$ cat config.mk
export PLATFORM = sky130hd
export DESIGN_NAME = pc_ctrl
export DESIGN_NICKNAME = d
export VERILOG_FILES = /design/src/rtl/pc_ctrl.sv
export SDC_FILE = /design/constraint.sdc
export NUM_CORES = 1
export LEC_CHECK = 0
export BUFFER_PORTS_ARGS = -buffer_cell sky130_fd_sc_hd__buf_2
export CORE_AREA = 4 4 83 144
export CTS_BUF_LIST = sky130_fd_sc_hd__clkbuf_16
export CTS_CLUSTER_SIZE = 12
export DETAILED_ROUTE_END_ITERATION = 10
export DIE_AREA = 0 0 87 148
export GPL_ROUTABILITY_DRIVEN = 0
export PLACE_DENSITY = 0.78
export SLEW_MARGIN = 15
export SYNTH_ARGS = -nofsm -noshare
export SYNTH_HDL_FRONTEND = slang
export SYNTH_SLANG_ARGS = --single-unit
export TNS_END_PERCENT = 10
$ cat constraint.sdc
create_clock -name clk -period 4.3 [get_ports clk]
set_input_delay 0.215 -clock clk [delete_from_list [all_inputs] [get_ports clk]]
set_output_delay 0.215 -clock clk [all_outputs]
set_load 0.05 [all_outputs]
$ cat src/rtl/pc_ctrl.sv
// Fetch PC register and next-PC selection for a delayed-branch pipeline.
// Also produces redirect/flush indications and a saturating redirect counter.
module pc_ctrl #(
    parameter logic [31:0] RESET_PC = 32'h0000_3000,
    parameter int          CNT_W    = 16
) (
    input  logic             clk,
    input  logic             reset,
    input  logic             stall,
    input  logic [2:0]       npc_op,
    input  logic             cmp_out,
    input  logic             likely,
    input  logic [31:0]      D_pc,
    input  logic [15:0]      D_imm16,
    input  logic [25:0]      D_index,
    input  logic [31:0]      D_rs,
    output logic [31:0]      F_pc,
    output logic             flush_F,
    output logic             redirect,
    output logic             pc_misalign,
    output logic [CNT_W-1:0] taken_cnt
);
    localparam logic [2:0] OP_PC4 = 3'd0;
    localparam logic [2:0] OP_BR  = 3'd1;
    localparam logic [2:0] OP_J   = 3'd2;
    localparam logic [2:0] OP_JR  = 3'd3;

    logic [31:0]      r_pc;
    logic [CNT_W-1:0] r_cnt;
    logic [31:0]      w_pc4;
    logic [31:0]      w_dpc4;
    logic [31:0]      w_br_tgt;
    logic [31:0]      w_j_tgt;
    logic [31:0]      w_npc;
    logic             w_redirect;
    logic             w_flush;

    assign w_pc4    = r_pc + 32'd4;
    assign w_dpc4   = D_pc + 32'd4;
    assign w_br_tgt = w_dpc4 + {{14{D_imm16[15]}}, D_imm16, 2'b00};
    assign w_j_tgt  = {w_dpc4[31:28], D_index, 2'b00};

    // Reserved op codes fall through to sequential fetch.
    always_comb begin
        w_npc      = w_pc4;
        w_redirect = 1'b0;
        case (npc_op)
            OP_BR: if (cmp_out) begin
                w_npc      = w_br_tgt;
                w_redirect = 1'b1;
            end
            OP_J: begin
                w_npc      = w_j_tgt;
                w_redirect = 1'b1;
            end
            OP_JR: begin
                w_npc      = D_rs;
                w_redirect = 1'b1;
            end
            default: w_npc = w_pc4;
        endcase
        if (stall)
            w_redirect = 1'b0;
    end

    // Only an untaken likely branch annuls its delay slot.
    assign w_flush = !stall && (npc_op == OP_BR) && likely && !cmp_out;

    always_ff @(posedge clk) begin
        if (!reset) begin
            r_pc  <= RESET_PC;
            r_cnt <= '0;
        end else if (!stall) begin
            r_pc <= w_npc;
            if (w_redirect && (r_cnt != {CNT_W{1'b1}}))
                r_cnt <= r_cnt + 1'b1;
        end
    end

    assign F_pc        = r_pc;
    assign taken_cnt   = r_cnt;
    assign redirect    = w_redirect;
    assign flush_F     = w_flush;
    assign pc_misalign = (r_pc[1:0] != 2'b00);
endmodule

==> impl_results.md, run 1 <==
- DP HPWL: 13.34 mm
- CTS H-tree depth: 2
- # Max-Cap Violations: 0
- Starting Density: 49.44%
- Top-count cell post-synth: o21ai_0
- Hold Crit Depth: 3
- Ys async rst share: 0%
- Syn. warnings: 0
- Die height: 148 um
- Hold Fails Final Rpt: 0
- CP Capture Type: flop
- Final WL: 16.71 mm
- Critical path launch point type: input pin
- Initial DRC count: 441
- Nets: 1005
- Pre-antenna DRT Iters: 5
- Power per cell area: 247.0 nW/um^2
- Post-Syn Instances: 705
- Mean Syn Cell Area: 7.502 um^2
- First-pass GRT wire length: 26.86 mm
- Port bufs: 164
- CTS clk-pin slew, worst paths: 70 ps
- Yosys top cell area share: 18.17%
- Std-Cell Rows: 50
- Setup TNS: 0 ps
- Via-per-instance ratio: 5.978
- R2R cell count: 9
- # IOs: 165
- Residual DRC count: 0
- Flop2flop setup slack: 1800 ps
- CTS Buf Count: 5
- Layout cells sized above 1: 24.00%
- Outcome: finished clean
- Layout overhead on the synthesized area: 20.42%
- Crit Path Category: in2reg
- Top_reg_cell synth: dfxtp_1
- Count of flip-flops with a built-in enable after synthesis: 0
- Worst Hold Path EP: F_pc[2]
- # hold bufs at CTS: 0
- Vias: 5882
- Leak: 2.787 nW
- Fmax: 288.2 MHz
- Synth area leaders: dfxtp_1, ha_1, xnor2_1
- Die Span X: 87 um
- Bufs on Longest Clock Path: 2
- Final slew viol count: 0
- Post-CTS sizing: 0
- Peak VDD IR: 574.3 uV
- Root buffer cell: clkbuf_16
- Post-synth top area cell: dfxtp_1
- Core area: 10700 um^2
- Sink Count: 48
- Fillers: 1016
- Mapped cell area: 5289 um^2
- Largest net degree at the start of global routing: 52
- RSZ-0062 raised after global routing: no
- HP Class: in2reg
- Synth cell count leaders: o21ai_0, nand2_1, nor2_1, a21oi_1, xnor2_1
- Hold path start: D_rs[2]
- GRT Overall Usage: 25.74%
- Setup bufs post-CTS: 0
- Final antenna-violating net count: 0
- CTS tree: done
- Insertion delay to the later sink of the worst-skew pair: 300 ps
- Crit Reg-Reg Startpoint: F_pc[2]
- Critical Path Fanout Max: 4
- Final global-route overflow total: 0
- Final critical-path required period: 3470 ps
- Final period utilization: 80.69%
- Vias in the first global route: 5626
- Sequential-to-total area share from yosys stat: 18.17%
- Critical path required time: 4490 ps
- Die footprint: 12880 um^2
- Worst path arrival time: 3660 ps
- Worst slew margin: 34.18%
- Post-Syn Nets: 857
- Routed len/inst: 16.99 um
- # setup viols final: 0
- Antenna cells: 0
- Antenna violations before repair: 0
- #FFs+latches synth: 48
- RR Endpoint: F_pc[28]
- Total power: 1.573 mW
- Worst slew pin tran: 987.3 ps
- Cell variety after synth: 74
- Skew final: 9.000 ps
[layout make-up]
cell class	count	area, um^2	area share, %
multi-input combinational	609	4140	65.01
sequential	48	960.9	15.09
timing repair buffer	170	865.8	13.60
tap	130	162.7	2.554
clock buffer	5	125.1	1.965
inverter	19	71.32	1.120
clock inverter	3	42.54	0.6680
[per-layer routing]
| layer | vias to the layer above | global-route usage (%) | share of wire [%] |
|---|---|---|---|
| met2 | 241 | 45.78 | 51 |
| met3 | 48 | 4.239 | 6.9 |
| met5 | - | 0 | 0 |
| met1 | 2675 | 28.98 | 38 |
| met4 | 0 | 12.25 | 4.0 |
| li1 | 2918 | - | - |
[report_power, final]
part	total (mW)	internal, mW	switching (mW)
combinational	0.612	0.235	0.377
clock	0.460	0.274	0.186
sequential	0.501	0.468	0.0332
total	1.57	0.977	0.596
[placed cells by master (no fill, tap or decap), drive strengths merged, types with 10 or more instances in the layout]
master / instances
nand3: 33
and3: 12
dfxtp: 48
and2: 14
nand4: 19
inv: 18
xor2: 31
a21boi: 10
o21ai: 65
ha: 37
a21oi: 59
nor2: 60
a221oi: 27
buf: 170
xnor2: 53
a21o: 15
nor3: 14
nand2: 59
[stage by stage]
| step | setup WS (ps) | hold WS (ps) | area, um^2 | util (%) | std cells |
|---|---|---|---|---|---|
| final | 830.4 | 210.5 | 6369 | 59.53 | 984 |
| after global routing | 495.0 | 226.5 | 6369 | 59.53 | 984 |
| after CTS | 814.0 | 204.1 | 6369 | 59.53 | 984 |
| after detailed placement | 498.7 | 489.9 | 6201 | 57.96 | 976 |
| after global placement | 644.4 | 473.0 | 6201 | 57.96 | 976 |
| after floorplan | 1065 | 410.8 | 5289 | - | 705 |
[critical path, stage by stage]
cell and delay (ps):
buf_2 110, ha_1 190, and4_1 280, nand3_1 220, nor2_1 250, nand3_1 130, xnor2_1 150, ha_1 320
and2_1 180, a221o_1 320, a221oi_1 280, nand3_1 200, a31oi_1 230, xor2_1 200, o221ai_1 150, a32o_1 240
[cell families (layout without fill, tap and decap cells)]
| family | Yosys count | count (layout) | synth area share [%] |
|---|---|---|---|
| simple gates | 250 | 250 | 24.58 |
| compound gates | 233 | 233 | 29.50 |
| buf+inv | 48 | 197 | 3.643 |
| flops | 48 | 48 | 18.17 |
| mux | 4 | 4 | 0.7807 |
| xor+xnor | 84 | 84 | 14.19 |
| fa+ha+maj | 38 | 38 | 9.132 |
[worst max-delay path by stage]
stage	end	start	slack, ps
2_1_floorplan	F_pc[27]	D_pc[2]	1060
3_3_place_gp	F_pc[27]	D_pc[2]	640
3_5_place_dp	F_pc[27]	D_pc[2]	500
4_1_cts	F_pc[27]	D_pc[2]	810
5_1_grt	F_pc[27]	D_pc[2]	490
6_report	F_pc[27]	D_pc[2]	830
[registers in the layout, indices dropped and copies added, names as in the netlist]
| signal | cells |
|---|---|
| F_pc | 32 |
| taken_cnt | 16 |
Note: power is estimated with default switching activity, not from simulation.
==> inputs of run 2 (changes only) <==
Settings changed: ABC_AREA from default to 1, CORE_AREA 4 4 83 144 to 4 4 92 158, DIE_AREA 0 0 87 148 to 0 0 96 162.
Clock period 4.3 ns to 2.8 ns, I/O delays scaled along.
==> run 2 against run 1 <==
Effect of this change: power up 60%; sequential power up 54%; clock power is 32% higher; die area grew 21%; critical path depth grew 4; via count increased by 43%; core utilization rose by 0.98 points; global-route usage increased by 4.5 points; critical endpoint is now F_pc[19]; highest routed layer unchanged.
==> impl_results.md, run 2 <==
- Outcome: finished clean
- Met2 Usage GRT: 54.67% (+8.9 points)
- Final worst setup slack: 241.9 ps (-588.5 ps)
- Synth area leaders: nand2_1, dfxtp_1, inv_1
- Die height: 162 um (+9.5%)
- Yosys top cell area share: 20.74% (+2.6 points)
- Post-synth top area cell: nand2_1
- Critical path required time: 2980 ps (-1510 ps)
- Top-count cell post-synth: nand2_1
- Core area: 13380 um^2 (+25%)
- Total power: 2.517 mW (+60%)
- Nets: 1537 (+53%)
- Worst slew pin tran: 851.0 ps (-136.3 ps)
- Sequential-to-total area share from yosys stat: 14.79% (-3.4 points)
- Hold Fails Final Rpt: 0 (unchanged)
- Most frequent cells in the layout: nand2_1, inv_1, buf_2
- Final WL: 23.42 mm (+40%)
- CTS clk-pin slew, worst paths: 70 ps (about the same)
- Starting Density: 48.54% (-0.90 points)
- GR Util met3: 3.244% (-0.99 points)
- Layout cells sized above 1: 19.41% (-4.6 points)
- Met1 GRT Util: 29.45% (+0.47 points)
- HP Class: in2reg
- Fillers: 1394 (+37%)
- Post-route core utilization: 60.51% (+0.98 points)
- Syn. warnings: 0 (unchanged)
- Bufs on Longest Clock Path: 2 (unchanged)
- Critical path launch point type: input pin
- RSZ-0062 raised after global routing: yes
- Worst Hold Path EP: F_pc[0]
- Ys async rst share: 0% (unchanged)
- Worst Setup SP: D_pc[2]
- Sink Count: 48 (unchanged)
- Leak: 4.253 nW (+53%)
- Fmax: 390.9 MHz
- DP HPWL: 19.35 mm (+45%)
- Final slew viol count: 0 (unchanged)
- Post-Syn Nets: 1332 (+55%)
- Power per cell area: 310.8 nW/um^2 (+26%)
- Commonest non-fill, non-tap cell in the layout: nand2_1
- GRT Overall Usage: 30.26% (+4.5 points)
- Synth cell count leaders: nand2_1, inv_1, nor2_1, nand3_1, a21oi_1
- Skew final: 8.844 ps (-0.1554 ps)
- Antenna violations before repair: 0 (unchanged)
- Placed cells: 1549 (+59%)
- # IOs: 165 (unchanged)
- Antenna cells: 0 (unchanged)
- GRT Max-Usage Layer: met2
- Crit Path Category: in2reg
- Worst slew margin: 42.92% (+8.7 points)
- Peak VDD IR: 202.6 uV (-65%)
- Post-Syn Instances: 1180 (+67%)
- Hold_ws: 93.51 ps (-116.9 ps)
- RR Endpoint: F_pc[19]
- Largest net degree at the start of global routing: 29 (-44%)
- Largest register FFs: 32 (unchanged)
- Root buffer cell: clkbuf_16
- # setup viols final: 0 (unchanged)
- CP Capture Type: flop
- Hold path start: D_pc[0]
- Final critical-path required period: 2558 ps
- Critical Path Fanout Max: 4 (unchanged)
- Mapped cell area: 6496 um^2 (+23%)
- CTS H-tree depth: 2 (unchanged)
- Final Non-Filler Cells: 1560 (+59%)
- Vias: 8408 (+43%)
- Cell variety after synth: 48 (-35%)
- Die Span X: 96 um (+10%)
- Crit Reg-Reg Startpoint: F_pc[6]
- Count of flip-flops with a built-in enable after synthesis: 0 (unchanged)
- #FFs+latches synth: 48 (unchanged)
- Insertion delay to the later sink of the worst-skew pair: 300 ps (about the same)
- Place WS: -239.8 ps (-738.5 ps)
- Worst path arrival time: 2730 ps (-930 ps)
- Die footprint: 15550 um^2 (+21%)
- Via-per-instance ratio: 5.390 (-9.8%)
- # Max-Cap Violations: 0 (unchanged)
- Final period utilization: 91.36%
- # hold bufs at CTS: 0 (unchanged)
- Vias in the first global route: 7962 (+42%)
- Mean Syn Cell Area: 5.505 um^2 (-27%)
- Final global-route overflow total: 0 (unchanged)
- Routed len/inst: 15.01 um (-12%)
- Residual DRC count: 0 (unchanged)
- Top_reg_cell synth: dfxtp_1
- Flop2flop setup slack: 640 ps (-1160 ps)
- Port bufs: 164 (unchanged)
- First-pass GRT wire length: 36.74 mm (+37%)
- CTS Buf Count: 5 (unchanged)
- Final antenna-violating net count: 0 (unchanged)
- CTS tree: done
- Std-Cell Rows: 56 (+12%)
- Layout overhead on the synthesized area: 24.65%
- Hold Crit Depth: 3 (unchanged)
- Initial DRC count: 397 (-10%)
- R2R cell count: 11 (+2)
- Pre-antenna DRT Iters: 6 (+1)
run 2: cell families (layout without fill, tap and decap cells):
kind of cell / after synthesis / after routing / share of synthesized area [%]
XOR/XNOR: 43 / 43 / 5.797
AND/OR/NAND/NOR: 668 / 668 / 44.18
flip-flops: 48 / 48 / 14.79
adder cells (fa/ha/maj): 38 / 38 / 7.434
buffers and inverters: 216 / 422 / 12.69
AO/OA/AOI/OAI: 167 / 167 / 15.10
run 2: worst max path at each step:
| stage | endpoint | depth (start not counted) |
|---|---|---|
| final | F_pc[19] | 20 |
| after global routing | F_pc[25] | 21 |
| after CTS | F_pc[25] | 20 |
| after detailed placement | F_pc[25] | 20 |
| after global placement | F_pc[25] | 20 |
| after floorplan | F_pc[29] | 18 |
run 2: cell type report:
cell class	count	area [um^2]	area share, %
Timing Repair Buffer	218	1226	15.14
Sequential cell	48	960.9	11.87
Clock inverter	3	18.77	0.2318
Tap cell	174	217.7	2.689
Inverter	196	738.2	9.116
Clock buffer	5	125.1	1.545
Multi-Input combinational cell	916	4811	59.41
run 2: metrics by stage:
step / cell area [um^2] / setup TNS (ps)
floorplan: 6496 / 0
global placement: 7831 / -393.2
detailed placement: 7831 / -1121
CTS: 7975 / 0
global route: 8098 / -32.27
finish: 8098 / 0
run 2: worst max-delay path, stage by stage:
cell     delay, ps
buf_2          110
ha_2           210
nand2_1         70
inv_1           60
buf_4          130
nand3_1        100
xor2_1         160
inv_1           60
ha_1           360
nand2_1        120
nor2_1         210
nand3_1        100
nand3_1        270
nand3_1        160
nand2_1         90
nand2_1         50
nand3_1         60
nand2_1        100
nor2_1         130
nor2_1          50
run 2: routing by layer:
| metal | routed length (um) | up-vias |
|---|---|---|
| li1 | - | 4204 |
| met1 | 7824 | 3729 |
| met2 | 12010 | 354 |
| met3 | 1462 | 121 |
| met4 | 2127 | 0 |
| met5 | 0 | - |
run 2: power by group:
| part | leakage (nW) | switching (mW) | internal [mW] |
|---|---|---|---|
| logic | 3.80 | 0.732 | 0.405 |
| registers | 0.394 | 0.0530 | 0.720 |
| clock network | 0.0635 | 0.279 | 0.328 |
run 2: repair_timing:
item	4_1_cts	5_1_grt
gates resized for setup	0	24
endpoints found under the setup margin	0	9
buffers inserted	0	3
